**src/rtl/ro_odometer_scan.sv**
```systemverilog
// ro_odometer_scan: RO odometer controller for the CDIR sensor array.
// It stresses all stressed ROs and then counts edges of one reference/stressed
// pair, or of every pair in turn, over a TIMER-cycle window. It reports both
// counts, their difference floored at zero, and the stressed channel.
// Optional feature: define RO_ODO_THRESH_EN to compile in the aging comparator
// (aged_flag = delta > THRESH). Without it, aged_flag stays 0.
module ro_odometer_scan #(
  parameter int unsigned NO_CDIR      = 8,
  parameter int unsigned TIMER        = 100,
  parameter int unsigned CNT_W        = 32,
  parameter int unsigned THRESH       = 4,
  parameter int unsigned MUX_SEL_SIZE = $clog2(NO_CDIR)
) (
  input  logic                    clk,
  input  logic                    rst,
  input  logic                    go,
  input  logic                    en_out,
  input  logic                    scan,
  input  logic [MUX_SEL_SIZE-1:0] r_mux_sel,
  input  logic [MUX_SEL_SIZE-1:0] s_mux_sel,
  input  logic [NO_CDIR-1:0]      ro_ref_in,
  input  logic [NO_CDIR-1:0]      ro_str_in,
  output logic [NO_CDIR-1:0]      ro_ref_en,
  output logic [NO_CDIR-1:0]      ro_str_en,
  output logic [CNT_W-1:0]        r_freq,
  output logic [CNT_W-1:0]        s_freq,
  output logic [CNT_W-1:0]        delta,
  output logic [MUX_SEL_SIZE-1:0] chan_out,
  output logic                    aged_flag,
  output logic                    valid_out,
  output logic                    busy
);

  localparam int unsigned             TimerW    = $clog2(TIMER);
  localparam logic [TimerW-1:0]       TimerLast = TimerW'(TIMER - 1);
  localparam logic [MUX_SEL_SIZE-1:0] ChanLast  = MUX_SEL_SIZE'(NO_CDIR - 1);
  localparam logic [NO_CDIR-1:0]      OneHot0   = NO_CDIR'(1);

  // Reject parameter sets the datapath cannot represent.
  if (NO_CDIR < 2 || TIMER < 4 || (CNT_W < 32 && (THRESH >> CNT_W) != 0)) begin : g_param_check
    $error("ro_odometer_scan: illegal parameter set");
  end

  typedef enum logic [1:0] {StIdle, StStress, StMeasure, StDone} state_e;

  state_e                  state_q;
  logic                    scan_q;
  logic [MUX_SEL_SIZE-1:0] ref_ch_q;
  logic [MUX_SEL_SIZE-1:0] str_ch_q;
  logic [TimerW-1:0]       timer_q;
  logic [CNT_W-1:0]        r_cnt_q;
  logic [CNT_W-1:0]        s_cnt_q;

  // Two-flop synchronizers plus a history flop for edge detection, one per RO.
  logic [NO_CDIR-1:0] ref_sync1, ref_sync2, ref_prev;
  logic [NO_CDIR-1:0] str_sync1, str_sync2, str_prev;

  logic                    ref_edge;
  logic                    str_edge;
  logic [MUX_SEL_SIZE-1:0] r_sel_safe;
  logic [MUX_SEL_SIZE-1:0] s_sel_safe;
  logic [MUX_SEL_SIZE-1:0] next_ref_ch;
  logic [MUX_SEL_SIZE-1:0] next_str_ch;
  logic [CNT_W-1:0]        r_cnt_inc;
  logic [CNT_W-1:0]        s_cnt_inc;
  logic [CNT_W-1:0]        delta_c;
  logic                    aged_c;

  // Synchronize every RO output. This state is not cleared between windows.
  always_ff @(posedge clk) begin
    if (rst) begin
      ref_sync1 <= '0;
      ref_sync2 <= '0;
      ref_prev  <= '0;
      str_sync1 <= '0;
      str_sync2 <= '0;
      str_prev  <= '0;
    end else begin
      ref_sync1 <= ro_ref_in;
      ref_sync2 <= ref_sync1;
      ref_prev  <= ref_sync2;
      str_sync1 <= ro_str_in;
      str_sync2 <= str_sync1;
      str_prev  <= str_sync2;
    end
  end

  assign ref_edge = ref_sync2[ref_ch_q] & ~ref_prev[ref_ch_q];
  assign str_edge = str_sync2[str_ch_q] & ~str_prev[str_ch_q];

  // Channel choice for the next window, counter increments and the result difference.
  always_comb begin
    r_sel_safe = (32'(r_mux_sel) < NO_CDIR) ? r_mux_sel : '0;
    s_sel_safe = (32'(s_mux_sel) < NO_CDIR) ? s_mux_sel : '0;
    if (state_q == StDone) begin
      // Only reached when scanning; both selects follow the channel counter.
      next_ref_ch = str_ch_q + MUX_SEL_SIZE'(1);
      next_str_ch = str_ch_q + MUX_SEL_SIZE'(1);
    end else if (scan) begin
      next_ref_ch = '0;
      next_str_ch = '0;
    end else begin
      next_ref_ch = r_sel_safe;
      next_str_ch = s_sel_safe;
    end
    r_cnt_inc = (r_cnt_q != '1) ? r_cnt_q + CNT_W'(1) : r_cnt_q;
    s_cnt_inc = (s_cnt_q != '1) ? s_cnt_q + CNT_W'(1) : s_cnt_q;
    delta_c   = (s_cnt_q >= r_cnt_q) ? '0 : r_cnt_q - s_cnt_q;
  end

`ifdef RO_ODO_THRESH_EN
  assign aged_c = (delta_c > CNT_W'(THRESH));
`else
  assign aged_c = 1'b0;
`endif

  // Controller FSM with registered enables, counters and result outputs.
  always_ff @(posedge clk) begin
    if (rst) begin
      state_q   <= StIdle;
      scan_q    <= 1'b0;
      ref_ch_q  <= '0;
      str_ch_q  <= '0;
      timer_q   <= '0;
      r_cnt_q   <= '0;
      s_cnt_q   <= '0;
      ro_ref_en <= '0;
      ro_str_en <= '0;
      r_freq    <= '0;
      s_freq    <= '0;
      delta     <= '0;
      chan_out  <= '0;
      aged_flag <= 1'b0;
      valid_out <= 1'b0;
      busy      <= 1'b0;
    end else begin
      valid_out <= 1'b0;
      unique case (state_q)
        StIdle: begin
          if (go) begin
            state_q   <= StStress;
            ro_str_en <= '1;
            ro_ref_en <= '0;
          end
        end
        StStress: begin
          if (en_out) begin
            state_q   <= StMeasure;
            scan_q    <= scan;
            ref_ch_q  <= next_ref_ch;
            str_ch_q  <= next_str_ch;
            ro_ref_en <= OneHot0 << next_ref_ch;
            ro_str_en <= OneHot0 << next_str_ch;
            timer_q   <= '0;
            r_cnt_q   <= '0;
            s_cnt_q   <= '0;
            busy      <= 1'b1;
          end
        end
        StMeasure: begin
          if (ref_edge) r_cnt_q <= r_cnt_inc;
          if (str_edge) s_cnt_q <= s_cnt_inc;
          if (timer_q == TimerLast) begin
            state_q <= StDone;
          end else begin
            timer_q <= timer_q + TimerW'(1);
          end
        end
        StDone: begin
          r_freq    <= r_cnt_q;
          s_freq    <= s_cnt_q;
          delta     <= delta_c;
          chan_out  <= str_ch_q;
          aged_flag <= aged_c;
          valid_out <= 1'b1;
          if (scan_q && (str_ch_q != ChanLast)) begin
            state_q   <= StMeasure;
            ref_ch_q  <= next_ref_ch;
            str_ch_q  <= next_str_ch;
            ro_ref_en <= OneHot0 << next_ref_ch;
            ro_str_en <= OneHot0 << next_str_ch;
            timer_q   <= '0;
            r_cnt_q   <= '0;
            s_cnt_q   <= '0;
          end else begin
            state_q   <= StStress;
            ro_str_en <= '1;
            ro_ref_en <= '0;
            busy      <= 1'b0;
          end
        end
        default: state_q <= StIdle;
      endcase
    end
  end

endmodule

```
**config.mk**
```make
export PLATFORM = sky130hd
export DESIGN_NAME = ro_odometer_scan
export DESIGN_NICKNAME = d
export VERILOG_FILES = /design/src/rtl/ro_odometer_scan.sv
export SDC_FILE = /design/constraint.sdc
export NUM_CORES = 1
export LEC_CHECK = 0
export CAP_MARGIN = 10
export CORE_MARGIN = 5
export CORE_UTILIZATION = 50
export CTS_CLUSTER_DIAMETER = 40
export DETAILED_ROUTE_END_ITERATION = 7
export GPL_ROUTABILITY_DRIVEN = 0
export MAX_ROUTING_LAYER = met4
export PLACE_DENSITY = 0.76
export SLEW_MARGIN = 25
export SYNTH_ARGS = -nofsm -noshare
export SYNTH_HDL_FRONTEND = slang
export SYNTH_SLANG_ARGS = --single-unit
```
**constraint.sdc**
```tcl
create_clock -name clk -period 2.85 [get_ports clk]
set_input_delay 0.4275 -clock clk [delete_from_list [all_inputs] [get_ports clk]]
set_output_delay 0.4275 -clock clk [all_outputs]
set_load 0.05 [all_outputs]
```
==> flow_summary.ini, run 1 <==
[place]
io_buffers = 143
pre_cts_ws_ns = 0.08214
dpl.hpwl_mm = 23.17
dp.cells = 1872

[run]
cap_violations = 0

[hold_path]
min_path_type = in -> reg
whs_endpoint = str_prev[6]
hp-start = rst
whs_path_depth = 2

[power_and_ir_drop]
switching_share_pct = 23.15
p_comb_share_pct = 5.4
powerDensity_nw_per_um2 = 579.6
switching_power_mw = 1.996
ir_drop_mv = 0.4696
seq_power_share_pct = 40.7
leakagePower_nw = 5.591
clock_power_share_pct = 53.8
intPower_mw = 6.627

[logic_synthesis]
ys_seq_area_share_pct = 42.49
async_flop_share_pct = 0
yosys_register_bits = 245
synth_edf_count = 0
synthDistinctLibCells = 65
synth_area_um2 = 11540
avgSynthCellArea_um2 = 7.858
synth-main-ff-cell = dfxtp_1
ys_warn_count = 0
synth_cells = 1469
synthesis.nets = 1534

[detailed_routing]
detail_route.wl_per_cell_um = 16.75
wl_mm = 32.49
ant_nets = 0
drc = 0
drt_pass1_iterations = 5
initialDrtViolationCount = 831
via_per_inst = 5.745
dr_total_vias = 11150

[grt]
grt_pass1_vias = 10390
grt.overflow.total = 0
grt_max_degree = 88
antenna_found_initial = 0
grt_first_pass_wirelength_mm = 52.09
track_usage_pct = 24.31

[timing]
setup_viol = 0
maxClockFrequency_mhz = 367.9
fin_worst_skew_ns = 0.02451
setup_ws_ns = 0.1315
period_needed_ns = 2.718
fin_crit_sh_pct = 95.39
drv_slew = 0
hold_viol = 0
slew_headroom_pct = 40.62
worstMarginPinSlew_ns = 0.8875

[floorplanning]
die_y_um = 161.9
start_util_pct = 50.83
die_area_um2 = 26230
core_area_um2 = 22710
rows = 55
die_x_um = 161.9
ios = 145

[clock_network]
ctsHoldBuffers = 0
cts_buffers = 36
cts_root_buf = clkbuf_16
clk_pin_slew_ns = 0.06
htree_levels = 2
clock_path_buffers = 3
clk-insertion-delay-late_ns = 0.51
cts_tree = done
clkSinkCount = 245

[critical_path]
rr_endpoint = delta[31]
end_kind = register
arrival_ns = 3.10
r2r_start = s_cnt_q[14]
critPathLaunchType = register
critical_path_required_ns = 3.23
r2r_cells = 10
crit_type = reg -> reg
worstPathMaxFanout = 7
ff2ff_setup_slack_ns = 0.13

[final_layout]
area_growth_pct = 28.89
finalNetCount = 1693
final_cells = 1940
final_cell_mix = dfxtp_1 (243), nand2_1 (215), a21oi_1 (194), nor2_1 (150), clkdlybuf4s50_1 (142)
fillerInstances = 1890
diodes = 0
drive_gt1_share_pct = 9.486
layout_commonest_cell = dfxtp_1

[run_status]
status = completed
-- stage by stage --
step / instance area, um^2 / util (%) / hold slack [ns] / power, mW / setup TNS [ns]
finish: 14880 / 65.52 / 0.3823 / 8.623 / 0
global route: 14880 / 65.52 / 0.3980 / 8.904 / -0.002249
CTS: 14790 / 65.12 / 0.3810 / 8.670 / 0
detailed placement: 13500 / 59.45 / 0.4253 / 4.048 / 0
global placement: 13500 / 59.45 / 0.4164 / 4.041 / 0
floorplan: 11540 / - / 0.4138 / 3.887 / 0
-- area by class of cell --
class | instances | area [um^2] | share of cell area (%)
Tap cell | 285 | 356.6 | 2.397
Clock buffer | 42 | 984.7 | 6.618
Inverter | 50 | 187.7 | 1.261
Clock inverter | 23 | 301.5 | 2.027
Timing Repair Buffer | 205 | 1973 | 13.26
Sequential cell | 245 | 4907 | 32.98
Multi-Input combinational cell | 1090 | 6167 | 41.45
-- power groups by stage --
stage	clock network [mW]	registers, mW	logic, mW
after floorplan	0	3.63	0.254
after global placement	0	3.58	0.459
after detailed placement	0	3.58	0.465
after CTS	4.69	3.51	0.468
after global routing	4.88	3.52	0.510
final	4.64	3.51	0.469
-- how the worst max path moves through the flow --
stage,from,endpoint,depth (start not counted)
finish,s_cnt_q[14],delta[31],10
global route,r_cnt_q[1],delta[20],11
CTS,s_cnt_q[27],delta[21],11
detailed placement,s_cnt_q[17],delta[26],11
global placement,r_cnt_q[0],r_cnt_q[31],11
floorplan,r_cnt_q[0],delta[10],13
-- sequential cells by signal, summed over array words and instances (netlist names), 8 cells and up --
name,flops
r_freq,32
r_cnt_q,32
ro_ref_en,8
ref_sync1,8
str_sync1,8
s_freq,32
ro_str_en,8
delta,32
s_cnt_q,32
ref_prev,8
str_sync2,8
ref_sync2,8
str_prev,8
-- critical path: stages (launching register included) --
cell	delay, ns
dfxtp_1	0.39
inv_1	0.11
ha_1	0.38
a21oi_1	0.25
o21ai_0	0.18
a211oi_1	0.31
o2111ai_1	0.19
a31oi_2	0.28
a21boi_0	0.15
xor2_1	0.18
a22o_1	0.20
-- Yosys cell counts, types with 7 or more instances --
| library cell | instances | area [um^2] |
|---|---|---|
| o21ai_1 | 33 | 165.2 |
| ha_1 | 37 | 462.9 |
| a21oi_1 | 195 | 975.9 |
| o21ai_0 | 47 | 235.2 |
| xnor2_1 | 18 | 157.7 |
| nand2b_1 | 11 | 68.82 |
| and3_1 | 17 | 106.4 |
| nor2b_1 | 53 | 331.6 |
| a22oi_1 | 30 | 225.2 |
| buf_2 | 15 | 75.07 |
| a211oi_1 | 10 | 75.07 |
| nand3b_1 | 7 | 52.55 |
| dfxtp_1 | 245 | 4905 |
| and2_1 | 16 | 100.1 |
| nand2_1 | 216 | 810.8 |
| or3_1 | 18 | 112.6 |
| a21o_1 | 13 | 97.59 |
| clkbuf_1 | 56 | 210.2 |
| o211ai_1 | 7 | 52.55 |
| nor2_1 | 150 | 563.0 |
| nor3_1 | 25 | 125.1 |
| xor2_1 | 14 | 122.6 |
| or4_1 | 9 | 67.56 |
| o32ai_1 | 8 | 70.07 |
| nor4_1 | 9 | 56.30 |
| a31oi_1 | 18 | 112.6 |
| nand4_1 | 18 | 112.6 |
| nand3_1 | 51 | 255.2 |
| inv_1 | 50 | 187.7 |
-- layer usage --
metal | wire [um] | global-route usage [%] | part of all wire (%) | up-vias
met5 | 0 | - | 0 | -
met4 | 1201 | 9.381 | 3.7 | 0
met3 | 2473 | 4.948 | 7.6 | 77
met2 | 15250 | 38.96 | 47 | 436
met1 | 13570 | 30.40 | 42 | 5171
li1 | - | - | - | 5461
-- what timing repair did --
item,in CTS,in global routing
resized for setup,0,17
endpoints found under the setup margin,0,85
setup buffers,0,3
-- logic make-up (layout without fill, tap and decap cells) --
group	Yosys count	in the layout	share of synthesized area [%]
AND/OR/NAND/NOR	619	619	25.60
AO/OA/AOI/OAI	395	395	19.89
flip-flops	245	245	42.49
buffers and inverters	134	320	4.726
adder cells (fa/ha/maj)	38	38	4.184
multiplexers	5	5	0.6503
XOR/XNOR	32	32	2.428
other	1	1	0.03249
(Power assumes the default switching activity.)
==> inputs of run 2 (changes only) <==
--- a/config.mk
+++ b/config.mk
@@ -6,14 +6,17 @@
 export NUM_CORES = 1
 export LEC_CHECK = 0
 export CAP_MARGIN = 10
+export CELL_PAD_IN_SITES_DETAIL_PLACEMENT = 1
+export CELL_PAD_IN_SITES_GLOBAL_PLACEMENT = 1
 export CORE_MARGIN = 5
-export CORE_UTILIZATION = 50
+export CORE_UTILIZATION = 43
 export CTS_CLUSTER_DIAMETER = 40
 export DETAILED_ROUTE_END_ITERATION = 7
+export DONT_BUFFER_PORTS = 1
 export GPL_ROUTABILITY_DRIVEN = 0
 export MAX_ROUTING_LAYER = met4
-export PLACE_DENSITY = 0.76
-export SLEW_MARGIN = 25
+export PLACE_DENSITY_LB_ADDON = 0.1
+export SLEW_MARGIN = 5
 export SYNTH_ARGS = -nofsm -noshare
 export SYNTH_HDL_FRONTEND = slang
 export SYNTH_SLANG_ARGS = --single-unit
==> flow_summary.ini, run 2 (synthesized netlist as in run 1, its figures left out) <==
[timing]
period_needed_ns = 2.716
fin_crit_sh_pct = 95.31
maxClockFrequency_mhz = 368.2
worstMarginPinSlew_ns = 0.7731
worst_hold_slack_ns = 0.03422
hold_viol = 0
slew_headroom_pct = 48.46
fin_tns_setup_ns = 0
setup_viol = 0
drv_slew = 0
fin_worst_skew_ns = 0.01892

[run_status]
status = completed

[clock_network]
htree_levels = 2
clk-insertion-delay-late_ns = 0.53
clkSinkCount = 245
cts_buffers = 40
clock_path_buffers = 3
clk_pin_slew_ns = 0.06
cts_root_buf = clkbuf_16
cts_tree = done

[floorplanning]
die_area_um2 = 30220
start_util_pct = 43.19
rows = 60
core_area_um2 = 26730
die_y_um = 173.8
die_x_um = 173.8
ios = 145

[power_and_ir_drop]
clock_power_share_pct = 55.4
switching_power_mw = 2.137
p_comb_share_pct = 4.1
powerDensity_nw_per_um2 = 636.1
seq_power_share_pct = 40.5
leakagePower_nw = 5.265
intPower_mw = 6.690
total_power_mw = 8.826
ir_drop_mv = 0.6164
switching_share_pct = 24.21

[final_layout]
area_growth_pct = 20.19
diodes = 0
finalNetCount = 1583
final_cell_mix = dfxtp_1 (243), nand2_1 (215), a21oi_1 (194), nor2_1 (149), buf_4 (80)
multiInputGateArea_um2 = 6190
drive_gt1_share_pct = 12.45
layout_commonest_cell = dfxtp_1
final_cells = 1891
seqCellArea_um2 = 4907
fillerInstances = 3215
fin_util_pct = 51.91

[detailed_routing]
initialDrtViolationCount = 515
detail_route.wl_per_cell_um = 19.96
wl_mm = 37.74
via_per_inst = 5.721
drt_pass1_iterations = 4
ant_nets = 0
drc = 0
dr_total_vias = 10820

[critical_path]
worstPathMaxFanout = 5
critical_path_required_ns = 3.26
critPathTopFamily = compound AO/OA/AOI/OAI gates
timing.critical_path.buf_inv = 1
critPathLaunchType = register
arrival_ns = 3.13
crit_top_cell = a21oi_1
end_kind = register
crit_type = reg -> reg
slowest_stage = a211oi_1
slowest_delay_ns = 0.44
crit_path_cell_trace = inv_1, ha_1, a21oi_1, o21bai_1, a21oi_1, a21oi_1, a211oi_1, o21ai_0, xor2_1, a22o_1

[grt]
track_usage_pct = 24.44
grt.overflow.total = 0
grt_pass1_vias = 10930
grt_max_degree = 73
grt_first_pass_wirelength_mm = 58.91
antenna_found_initial = 1

[place]
io_buffers = 0
dpl.hpwl_mm = 25.66
dp.cells = 1806

[hold_path]
min_path_type = in -> reg

[run]
cap_violations = 0
[run 2: changes by cell type in the layout (fill, tap and decap cells not counted), sizes merged, moves of 2 or more]
cell / previous run / this run
buf: 63 / 88
clkdlybuf4s50: 142 / 0
clkbuf: 42 / 47
o21ba: 1 / 3
clkinv: 7 / 10
clkinvlp: 3 / 5
bufinv: 5 / 3
[run 2: power by group through the flow]
stage          combinational [mW]  clock, mW  sequential, mW
2_1_floorplan               0.254          0            3.63
3_3_place_gp                0.277          0            3.64
3_5_place_dp                0.283          0            3.65
4_1_cts                     0.369       5.00            3.57
5_1_grt                     0.404       5.15            3.58
6_report                    0.366       4.89            3.57
[run 2: layout make-up]
cell class	instances	share of cell area, %
multi-input cells	1092	44.61
inverters	50	1.353
flip-flops and latches	245	35.37
clock inverters	27	2.011
repair buffers	89	5.654
clock buffers	47	7.927
well taps	341	3.075
[run 2: path summary, 6_finish.rpt]
kind | depth (start not counted) | slack (ns) | end | from
max | 10 | 0.13 | delta[26] | s_cnt_q[15]
min | 1 | 0.03 | str_sync1[1] | ro_str_in[1]
max reg2reg | 10 | 0.13 | delta[26] | s_cnt_q[15]
min reg2reg | 1 | 0.44 | str_sync2[2] | str_sync1[2]
[run 2: worst register-to-register path, delay by kind of cell (launching register included)]
| family | cells | cell delay, ns |
|---|---|---|
| compound gates | 7 | 1.61 |
| fa+ha+maj | 1 | 0.32 |
| flops | 1 | 0.31 |
| buf+inv | 1 | 0.20 |
| xor+xnor | 1 | 0.18 |
[run 2: metrics by stage]
step	cell area, um^2	worst slack, ns
4_1_cts	13770	0.03606
3_3_place_gp	12250	0.08485
3_5_place_dp	12250	0.01673
5_1_grt	13870	-0.008467
6_report	13870	0.1338
2_1_floorplan	11540	0.1142
[run 2: timing repair]
action | in CTS | in global routing
hold buffers | 6 | 0
setup endpoints to repair | 2 | 54
resized for setup | 1 | 16
pin swaps | 0 | 5
cloned | 0 | 2
endpoints found under the hold margin | 72 | 0
buffers inserted | 0 | 3
[run 2: routing by layer]
| layer | part of all wire (%) | vias to the layer above | wire length (um) | track usage [%] |
|---|---|---|---|---|
| met2 | 48 | 263 | 18010 | 40.88 |
| met4 | 3.1 | 0 | 1157 | 7.555 |
| li1 | - | 5242 | - | - |
| met1 | 43 | 5238 | 16240 | 29.40 |
| met3 | 6.2 | 76 | 2325 | 5.605 |
| met5 | 0 | - | 0 | - |
==> inputs of run 3 (changes only) <==
--- a/config.mk
+++ b/config.mk
@@ -14,6 +14,7 @@
 export DETAILED_ROUTE_END_ITERATION = 7
 export DONT_BUFFER_PORTS = 1
 export GPL_ROUTABILITY_DRIVEN = 0
+export GPL_TIMING_DRIVEN = 0
 export MAX_ROUTING_LAYER = met4
 export PLACE_DENSITY_LB_ADDON = 0.1
 export SLEW_MARGIN = 5
==> flow_summary.ini, run 3 (synthesized netlist as in run 1, its figures left out) <==
[place]
dp.cells = 1810
dpl.hpwl_mm = 29.56
io_buffers = 0

[grt]
grtUsageMet2_pct = 44.67
track_usage_pct = 26.21
use_met3_pct = 6.805
grt_first_pass_wirelength_mm = 62.22
grt.overflow.total = 0
grt_max_degree = 14
grt_pass1_vias = 11430
antenna_found_initial = 0
met1_usage_pct = 30.45
busiest_layer = met2

[power_and_ir_drop]
powerDensity_nw_per_um2 = 643.8
leakagePower_nw = 5.086
total_power_mw = 8.853
ir_drop_mv = 0.4273

[clock_network]
clk-insertion-delay-late_ns = 0.55
cts_root_buf = clkbuf_16
cts_tree = done
htree_levels = 2
cts_buffers = 41
clkSinkCount = 245
clock_path_buffers = 3
clk_pin_slew_ns = 0.06

[critical_path]
arrival_ns = 3.14
r2r_cells = 11
critical_path_required_ns = 3.23
ff2ff_setup_slack_ns = 0.09
crit_type = reg -> reg
end_kind = register
worstPathMaxFanout = 8
rr_endpoint = delta[2]
critPathLaunchType = register
r2r_start = s_cnt_q[19]

[final_layout]
fillerInstances = 3233
layout_commonest_cell = dfxtp_1
drive_gt1_share_pct = 11.50
final_cell_mix = dfxtp_1 (232), nand2_1 (215), a21oi_1 (189), nor2_1 (148), nor2b_1 (53)
final_cells = 1906
area_growth_pct = 19.12
finalNetCount = 1597
diodes = 0

[timing]
period_needed_ns = 2.761
slew_headroom_pct = 38.46
hold_viol = 0
worstMarginPinSlew_ns = 0.9231
drv_slew = 0
fin_crit_sh_pct = 96.89
fin_worst_skew_ns = 0.02763
setup_viol = 0
maxClockFrequency_mhz = 362.2
worst_hold_slack_ns = 0.006776

[hold_path]
whs_path_depth = 1
min_path_type = in -> reg
hp-start = ro_str_in[5]
whs_endpoint = str_sync1[5]

[detailed_routing]
drc = 0
drt_pass1_iterations = 5
ant_nets = 0
initialDrtViolationCount = 752
wl_mm = 40.00
via_per_inst = 5.759
dr_total_vias = 10980
detail_route.wl_per_cell_um = 20.98

[floorplanning]
die_area_um2 = 30220
rows = 60
start_util_pct = 43.19
die_y_um = 173.8
ios = 145
core_area_um2 = 26730
die_x_um = 173.8

[run_status]
status = completed

[run]
cap_violations = 0
==> run 3: critical path: stages, from the launching register on <==
cell and delay (ns):
dfxtp_1 0.42, inv_1 0.13, ha_1 0.29, buf_2 0.20, nand4_1 0.26, nor3_1 0.37
nand4_1 0.14, o211ai_1 0.14, o21ba_4 0.23, clkbuf_4 0.18, a32oi_1 0.20, nor2_1 0.06
==> run 3: final cells by class <==
cell class                      count  area [um^2]  area share [%]
Sequential cell                   245         4923           35.81
Tap cell                          341        426.7           3.103
Inverter                           50        187.7           1.365
Clock inverter                     28        285.3           2.075
Buffer                             79        352.8           2.566
Timing Repair Buffer               25        200.2           1.456
Multi-Input combinational cell   1090         6271           45.61
Clock buffer                       48         1104           8.025
==> run 3: through the flow <==
step	setup slack (ns)	cell area (um^2)	utilization, %	TNS [ns]
after CTS	0.01645	13530	50.64	0
after floorplan	0.1142	11540	-	0
after detailed placement	-0.6071	11970	44.79	-30.19
final	0.08873	13750	51.45	0
after global placement	-0.5845	11970	44.79	-25.90
after global routing	-0.02693	13750	51.45	-0.05573
==> run 3: worst max-delay path by stage <==
stage	end	start	slack (ns)
2_1_floorplan	delta[10]	r_cnt_q[0]	0.11
4_1_cts	delta[23]	s_cnt_q[27]	0.02
6_report	delta[2]	s_cnt_q[19]	0.09
3_5_place_dp	delta[25]	r_cnt_q[0]	-0.61
3_3_place_gp	delta[29]	r_cnt_q[0]	-0.58
5_1_grt	delta[29]	s_cnt_q[4]	-0.03
==> run 3: per-layer routing <==
metal	vias to the layer above	wire (um)
met5	-	0
met4	0	1091
met3	68	2697
met2	265	19440
met1	5352	16770
li1	5292	-
==> run 3: repair_timing <==
item / 4_1_cts / 5_1_grt
setup endpoints to repair: 116 / 103
hold buffers: 3 / 2
resized for setup: 18 / 50
endpoints found under the hold margin: 3 / 2
pin swaps: 6 / 3
setup buffers: 10 / 10
==> run 3: report_power, final <==
group	internal, mW	total, mW	switching, mW
combinational	0.115	0.387	0.272
sequential	3.48	3.57	0.0909
clock	2.96	4.89	1.93
total	6.56	8.85	2.29
